`config.mk`:
```
export PLATFORM = sky130hd
export DESIGN_NAME = sector_scheduler
export DESIGN_NICKNAME = d
export VERILOG_FILES = /design/src/rtl/sector_scheduler.sv
export SDC_FILE = /design/constraint.sdc
export NUM_CORES = 1
export LEC_CHECK = 0
export BUFFER_PORTS_ARGS = -buffer_cell sky130_fd_sc_hd__buf_4
export CAP_MARGIN = 20
export CORE_MARGIN = 3
export CORE_UTILIZATION = 58
export CTS_CLUSTER_SIZE = 28
export DETAILED_ROUTE_END_ITERATION = 12
export GPL_TIMING_DRIVEN = 0
export PLACE_DENSITY = 0.77
export SLEW_MARGIN = 5
export SYNTH_ARGS = -nofsm -noshare
export SYNTH_HDL_FRONTEND = slang
export SYNTH_SLANG_ARGS = --single-unit
```
`constraint.sdc`:
```
create_clock -name clk -period 3.4 [get_ports clk]
set_input_delay 0 -clock clk [delete_from_list [all_inputs] [get_ports clk]]
set_output_delay 0 -clock clk [all_outputs]
set_load 0.02 [all_outputs]
```
`src/rtl/sector_scheduler.sv`:
```
// Rotation timing and two-bank sector prefetch controller for the Hawk disk read path.
// Define SECTOR_SCHEDULER_INDEX_EN to add the once-per-revolution index output.
module sector_scheduler #(
    parameter int SECTOR_CLKS = 10000,
    parameter int NUM_SECTORS = 16
) (
    input  logic       clk,
    input  logic       rst,
    input  logic [8:0] cyl_in,
    input  logic [1:0] hs_in,
    output logic       sector_strobe,
    output logic [4:0] sect,
    output logic       rd_en,
    output logic       bank_sel,
    output logic       fetch_req,
    output logic [4:0] fetch_sect,
    output logic [8:0] fetch_cyl,
    output logic [1:0] fetch_hs,
    output logic       fetch_bank,
    input  logic       fetch_done,
`ifdef SECTOR_SCHEDULER_INDEX_EN
    output logic       index,
`endif
    output logic       underrun
);

    localparam int            CW        = $clog2(SECTOR_CLKS);
    localparam logic [CW-1:0] CNT_LAST  = CW'(SECTOR_CLKS - 1);
    localparam logic [4:0]    SECT_LAST = 5'(NUM_SECTORS - 1);

    localparam logic [0:0] ST_IDLE = 1'b0;
    localparam logic [0:0] ST_REQ  = 1'b1;

    logic [CW-1:0]    cnt;
    logic [4:0]       tgt;
    logic [1:0]       valid;
    logic [1:0][15:0] tag;
    logic [0:0]       state;
    logic [8:0]       cyl_q;
    logic [1:0]       hs_q;

    logic             boundary;
    logic             geo_change;
    logic             done_ok;
    logic             tgt_hit;
    logic             rd_hit;
    logic [4:0]       sect_next;
    logic [4:0]       tgt_next;
    logic [1:0]       valid_upd;
    logic [1:0]       valid_nxt;
    logic [1:0][15:0] tag_upd;

    assign boundary   = (cnt == CNT_LAST);
    assign geo_change = (cyl_in != cyl_q) || (hs_in != hs_q);
    assign sect_next  = (sect == SECT_LAST) ? 5'd0 : sect + 5'd1;
    assign tgt_next   = (sect_next == SECT_LAST) ? 5'd0 : sect_next + 5'd1;

    // A completion only counts if it still matches what we want next; stale
    // results (geometry moved, or the sector already rotated past) are dropped.
    assign done_ok = (state == ST_REQ) && fetch_done &&
                     ({fetch_sect, fetch_cyl, fetch_hs} == {tgt, cyl_in, hs_in});

    assign tgt_hit = valid[tgt[0]] && (tag[tgt[0]] == {tgt, cyl_in, hs_in});

    always_comb begin
        valid_upd = valid;
        tag_upd   = tag;
        if (done_ok) begin
            valid_upd[fetch_bank] = 1'b1;
            tag_upd[fetch_bank]   = {fetch_sect, fetch_cyl, fetch_hs};
        end
        valid_nxt = valid_upd;
        if (boundary) begin
            valid_nxt[~sect_next[0]] = 1'b0;
        end
        if (geo_change) begin
            valid_nxt = 2'b00;
        end
    end

    // Readability of the incoming sector sees a completion landing on this very cycle.
    assign rd_hit = valid_upd[sect_next[0]] &&
                    (tag_upd[sect_next[0]] == {sect_next, cyl_in, hs_in}) &&
                    !geo_change;

    always_ff @(posedge clk or posedge rst) begin
        if (rst) begin
            cnt           <= '0;
            sect          <= SECT_LAST;
            tgt           <= 5'd0;
            sector_strobe <= 1'b0;
            underrun      <= 1'b0;
            rd_en         <= 1'b0;
        end else begin
            cnt           <= boundary ? '0 : cnt + CW'(1);
            sector_strobe <= boundary;
            underrun      <= boundary && !rd_hit;
            if (boundary) begin
                sect  <= sect_next;
                tgt   <= tgt_next;
                rd_en <= rd_hit;
            end else if (geo_change) begin
                rd_en <= 1'b0;
            end
        end
    end

    always_ff @(posedge clk or posedge rst) begin
        if (rst) begin
            valid <= 2'b00;
            tag   <= '0;
            cyl_q <= 9'd0;
            hs_q  <= 2'd0;
        end else begin
            valid <= valid_nxt;
            tag   <= tag_upd;
            cyl_q <= cyl_in;
            hs_q  <= hs_in;
        end
    end

    // Host handshake: fetch_req rises with fetch_* stable and stays up until the
    // host returns a one-cycle fetch_done; fetch_req drops the next cycle and the
    // request is never withdrawn early.
    always_ff @(posedge clk or posedge rst) begin
        if (rst) begin
            state      <= ST_IDLE;
            fetch_sect <= 5'd0;
            fetch_cyl  <= 9'd0;
            fetch_hs   <= 2'd0;
            fetch_bank <= 1'b0;
        end else begin
            case (state)
                ST_IDLE: begin
                    if (!tgt_hit && !boundary) begin
                        state      <= ST_REQ;
                        fetch_sect <= tgt;
                        fetch_cyl  <= cyl_in;
                        fetch_hs   <= hs_in;
                        fetch_bank <= tgt[0];
                    end
                end
                ST_REQ: begin
                    if (fetch_done) begin
                        state <= ST_IDLE;
                    end
                end
                default: state <= ST_IDLE;
            endcase
        end
    end

    assign fetch_req = (state == ST_REQ);
    assign bank_sel  = sect[0];

`ifdef SECTOR_SCHEDULER_INDEX_EN
    localparam logic [CW-1:0] IDX_LAST = CW'(SECTOR_CLKS / 8 - 1);

    always_ff @(posedge clk or posedge rst) begin
        if (rst) begin
            index <= 1'b0;
        end else if (boundary) begin
            index <= (sect_next == 5'd0);
        end else if (cnt == IDX_LAST) begin
            index <= 1'b0;
        end
    end
`endif

endmodule

```
# Word level (Yosys, flattened, before mapping)
# Cells that the tools add are included.
dict set report classes {
  n_eq_ne 8
  n_lt_le_gt_ge 6
  add_sub_neg 3
  muxes 27
  bitwise 5
  reduce_logical 16
}
# operator count
set op_table {}
lappend op_table {{two-way mux 16 bit} 5}
lappend op_table {{equality test 16 bit} 3}
lappend op_table {{bitwise mux 32 bit} 1}
lappend op_table {{two-way mux 32 bit} 1}
lappend op_table {{demux 16 bit (select 1 bit)} 1}
lappend op_table {{adder 14 x 1 -> 14 bit, second input constant} 1}
lappend op_table {{equality test 14 bit, second input constant} 1}
lappend op_table {{two-way mux 14 bit} 1}
lappend op_table {{adder 5 x 1 -> 5 bit, second input constant} 2}
lappend op_table {{equality test 5 x 4 -> 1 bit, second input constant} 2}
lappend op_table {{two-way mux 1 bit} 10}
lappend op_table {{two-way mux 5 bit} 2}
lappend op_table {{logical AND 1 bit} 9}
lappend op_table {{inequality test 9 bit} 1}
lappend op_table {{less-than comparator 1 x 2 -> 1 bit, second input constant} 4}
lappend op_table {{two-way mux 2 bit} 3}
lappend op_table {{zero test 1 bit} 4}
lappend op_table {{bitwise AND 2 bit} 1}
lappend op_table {{demux 1 bit (select 1 bit)} 2}
lappend op_table {{greater-or-equal comparator 1 bit, second input constant} 2}
lappend op_table {{inequality test 2 bit} 1}
lappend op_table {{inverter 1 bit} 2}
lappend op_table {{inverter 2 bit} 1}
lappend op_table {{bitwise OR 2 bit} 1}
lappend op_table {{4 further kinds} 4}
dict set report word_totals {
  input_bits 14
  wordCells 81
  regBits 90
  out_inout_bits 27
}

# Longest topological paths before layout
dict set report logic_depth {
  word_depth 13
  depth_mapped 12
  ltp_nobuf 11
}

# Least setup slack after synthesis
# Ideal clock, no wire load.
dict set report synth_timing {
  path_kind {register to register}
  start {reg sect[0]}
  end {reg underrun}
  synth_period_minus_slack_ns 3.074
  path_stages_with_launch 12
  n_path_buf 1
  t_required_ns 3.276
  setup_time_ns 0.124
  arrival_time_ns 2.950
  setup_slack_ns 0.326
  path_cell_list {dfstp_2 > ha_1 > nand3_1 > o21bai_2 > inv_2 > mux2i_1 > or3_4 > buf_6 > o211a_1 > o2bb2ai_1 > a2111o_1 > o31a_1}
}
dict set report synth_between {
  elab_chain_len 9
  word_cells_on_any_way 12
  classes_between {add/sub (1); eq/ne (2); mux (5); reduce/logical (4)}
}
# element line_no
set synth_lines {}
lappend synth_lines {{from (decl)} 12} ;# output logic [4:0] sect,
lappend synth_lines {{from (signal assigned)} 99} ;# sect <= sect_next;
lappend synth_lines {{adder 5 x 1 -> 5 bit / equality test 5 x 4 -> 1 bit (equally long branches)} 55} ;# assign sect_next = (sect == SECT_LAST) ? 5'd0 : sect + 5'd1;
lappend synth_lines {{two-way mux 5 bit *} 55}
lappend synth_lines {{two-way mux 16 bit (implied by the code) (2 in series)} 83} ;# (tag_upd[sect_next[0]] == {sect_next, cyl_in, hs_in}) &&
lappend synth_lines {{equality test 16 bit} 83}
lappend synth_lines {{logical AND 1 bit *} 82} ;# assign rd_hit = valid_upd[sect_next[0]] &&
lappend synth_lines {{logical AND 1 bit *} 83}
lappend synth_lines {{zero test 1 bit *} 97} ;# underrun <= boundary && !rd_hit;
lappend synth_lines {{logical AND 1 bit *} 97}
lappend synth_lines {{to (signal assigned)} 97}
lappend synth_lines {{to (decl)} 24} ;# output logic underrun
# Mark *: on every way between the ends. The rest lies on a longest branch, timed or not. The select of a mux whose other input is x is not followed.
# A chain may end at the register's enable or synchronous reset.

# Final worst setup path
# Ends and elaborated chain as after synthesis.

==> reports/metrics.yaml <==
status: "finished clean"
finalHoldViolations: 0
grt_pass1_vias: 3913
clock_skew_ns: 0.0134
via_per_inst: 6.14
numClockSinks: 89
gp_congestion: 0.943
synth_top_family_by_area: "simple AND/OR/NAND/NOR gates"
grt_overflow: 0
synth-compound-area-share_pct: 11.9
max_slew_margin_pct: 40.8
worstSkewPairLatency_ns: 0.37
rsz0062_at_grt: "false"
finalCritPeriodShare_pct: 97.0
firstDrtPassIters: 5
muxShareOfSynthArea_pct: 8.67
ctsLongestPathBuffers: 2
crit_fanout: 10
ioPinCount: 41
ys_seq_elements: 89
dieArea_um2: 9490
async_flop_share_pct: 100
wl_per_cell_um: 20.2
drt_wl_total_mm: 13.5
area_delta_synth_final_pct: 17.6
peakVddDrop_v: 0.000433
critical_path_class: "reg2reg"
syn_area_um2: 4850
die_w_um: 97.4
synth.most_common_cell: "dfrtp_1"
grt_pass1_wl_mm: 21.4
worst_path_max_delay_cell: "dfstp_2"
cap_violations: 0
cpPeakStageDelay_ns: 0.62
rows: 32
yosys-top-cells-area: "dfrtp_1 (44%), nand2_1 (5.7%), mux2_2 (5.6%)"
powerDensity_nw_per_um2: 463
arrival_ns: 3.56
nNetsFinal: 580
hpwl_mm: 9.35
track_usage_pct: 28.9
total_power_w: 0.00264
route.detailed.drc: 0
core-area_um2: 7930
htreeDepth: 3
synth_area_per_cell_um2: 9.78
grt_antenna_before_repair: 0
ant_nets: 0
die_h_um: 97.4
portBuffers: 40
initial_core_util_pct: 61.2
synth_fa_ha_area_share_pct: 0.774
min_path_type: "in2async"
min_period_ns: 3.30
synth_top_flop_cell: "dfrtp_1"
dp.cells: 639
grt_max_degree: 50
synth_common_cells: "dfrtp_1 (85), nand2_1 (73), nor2_1 (34)"
crit_chain: "ha_2 > nand3_2 > o21bai_4 > inv_2 > mux2i_4 > or3_4 > buf_6 > o211a_1 > o2bb2ai_1 > a2111o_1 > o31a_1"
synth_fp_nets: 513
tritoncts: "done"
startpoint_type: "flop"
finalInstanceArea_um2: 5700
placed_area_um2: 5300
fin_cells: 670
synth-seq-area-share_pct: 46.0
drtIter0Drc: 365
cts_root_buf: "clkbuf_8"
clk_pin_slew_worst_paths_ns: 0.11
reg2reg_depth: 11
final_util_pct: 72.0
diodes: 0
ys_types: 70
synthXorXnorAreaFrac_pct: 10.3
drive_gt1_share_pct: 20.8
ys_warn_count: 0
vias: 4112
tightest_slew_ns: 0.880
p_leak_nw: 2.60
synth_edf_count: 0
yosys.area.top_type_share_pct: 43.9
drv_slew: 0
synth-simple-area-share_pct: 18.4
max_freq_ghz: 0.303
crit_required_ns: 3.66
finalSetupViolCount: 0
netlist_instances: 496
cts_buffers: 9
yosysTopAreaCell: "dfrtp_1"
cp-end-kind: "flop"
==> registers in the layout (all words and copies together) (netlist names), 2 cells and up <==
register,flops
fetch_sect,5
fetch_hs,2
valid,2
fetch_cyl,9
sect,5
cyl_q,9
tag,32
tgt,5
hs_q,2
cnt,14
==> cell families (layout without fill, tap and decap cells) <==
| logic type | count (synthesis) | count (layout) |
|---|---|---|
| adder cells (fa/ha/maj) | 3 | 3 |
| flip-flops | 89 | 89 |
| XOR/XNOR | 57 | 57 |
| buffers and inverters | 43 | 115 |
| multiplexers | 39 | 39 |
| AO/OA/AOI/OAI | 81 | 81 |
| AND/OR/NAND/NOR | 184 | 184 |
==> worst paths after layout <==
kind	startpoint	end	slack [ns]
setup / recovery	sect[0]$_DFFE_PP1P_	underrun$_DFF_PP0_	0.10
hold / removal	rst	tag[25]$_DFF_PP0_	0.29
setup reg to reg	sect[0]$_DFFE_PP1P_	underrun$_DFF_PP0_	0.10
hold reg to reg	sect[3]$_DFFE_PP1P_	sect[3]$_DFFE_PP1P_	0.49
max in group asynchronous	rst	fetch_cyl[8]$_DFFE_PP0P_	2.49
min in group clk	hs_in[1]	hs_q[1]$_DFF_PP0_	0.29
==> area by class of cell <==
| cell class | instances | area, um^2 |
|---|---|---|
| Buffer | 25 | 123 |
| Clock buffer | 9 | 124 |
| Clock inverter | 7 | 72.6 |
| Fill cell | 578 | 2220 |
| Inverter | 18 | 70.1 |
| Multi-Input combinational cell | 364 | 2490 |
| Sequential cell | 89 | 2230 |
| Tap cell | 102 | 128 |
| Timing Repair Buffer | 56 | 465 |
==> where the power goes <==
| group | internal (W) | leakage [nW] | switching (W) |
|---|---|---|---|
| sequential | 0.00114 | 1.15 | 0.000147 |
| clock | 0.000287 | 0.0966 | 0.000440 |
| combinational | 0.000253 | 1.35 | 0.000376 |
| total | 0.00168 | 2.60 | 0.000963 |
==> cell usage in the layout, fill, tap and decap left out, types with 6 or more instances in the layout <==
master	instances
nor4_1	7
nor2_1	33
nand3_1	21
xnor2_1	30
clkbuf_1	15
mux2i_1	14
nand4_1	13
dfrtp_1	85
a31oi_1	6
clkbuf_8	9
xor2_1	27
dlygate4sd3_1	13
nor3_1	8
o21a_1	6
nand2_1	73
o21ai_0	22
inv_1	15
mux2_2	24
o22ai_1	6
buf_4	44
==> worst max-delay path: cells and delay by family, from the launching register on <==
family / cells / cell delay (ns)
AO/OA/AOI/OAI: 5 / 1.29
flip-flops: 1 / 0.62
AND/OR/NAND/NOR: 2 / 0.50
buffers and inverters: 2 / 0.29
adder cells (fa/ha/maj): 1 / 0.25
multiplexers: 1 / 0.24
==> what timing repair did <==
action / in CTS / in global routing
endpoints found under the hold margin: 56 / 0
pin swaps: 2 / 0
buffers inserted: 1 / 1
hold buffers: 13 / 0
resized for setup: 5 / 6
setup endpoints to repair: 2 / 15
==> per-stage QoR <==
| stage | hold WS, ns | setup WS [ns] | TNS, ns |
|---|---|---|---|
| floorplan | 0.0314 | 0.326 | 0 |
| global placement | 0.117 | -0.416 | -0.768 |
| detailed placement | 0.119 | -0.454 | -0.846 |
| CTS | 0.282 | 0.0320 | 0 |
| global route | 0.279 | 0.00333 | 0 |
| finish | 0.290 | 0.102 | 0 |
==> per-layer routing <==
layer	track usage (%)	vias up	part of all wire [%]
li1	-	1880	-
met1	42.4	1976	43
met2	42.4	214	44
met3	5.89	42	8.9
met4	10.4	0	3.4
met5	0	-	0
(Power assumes the default switching activity.)
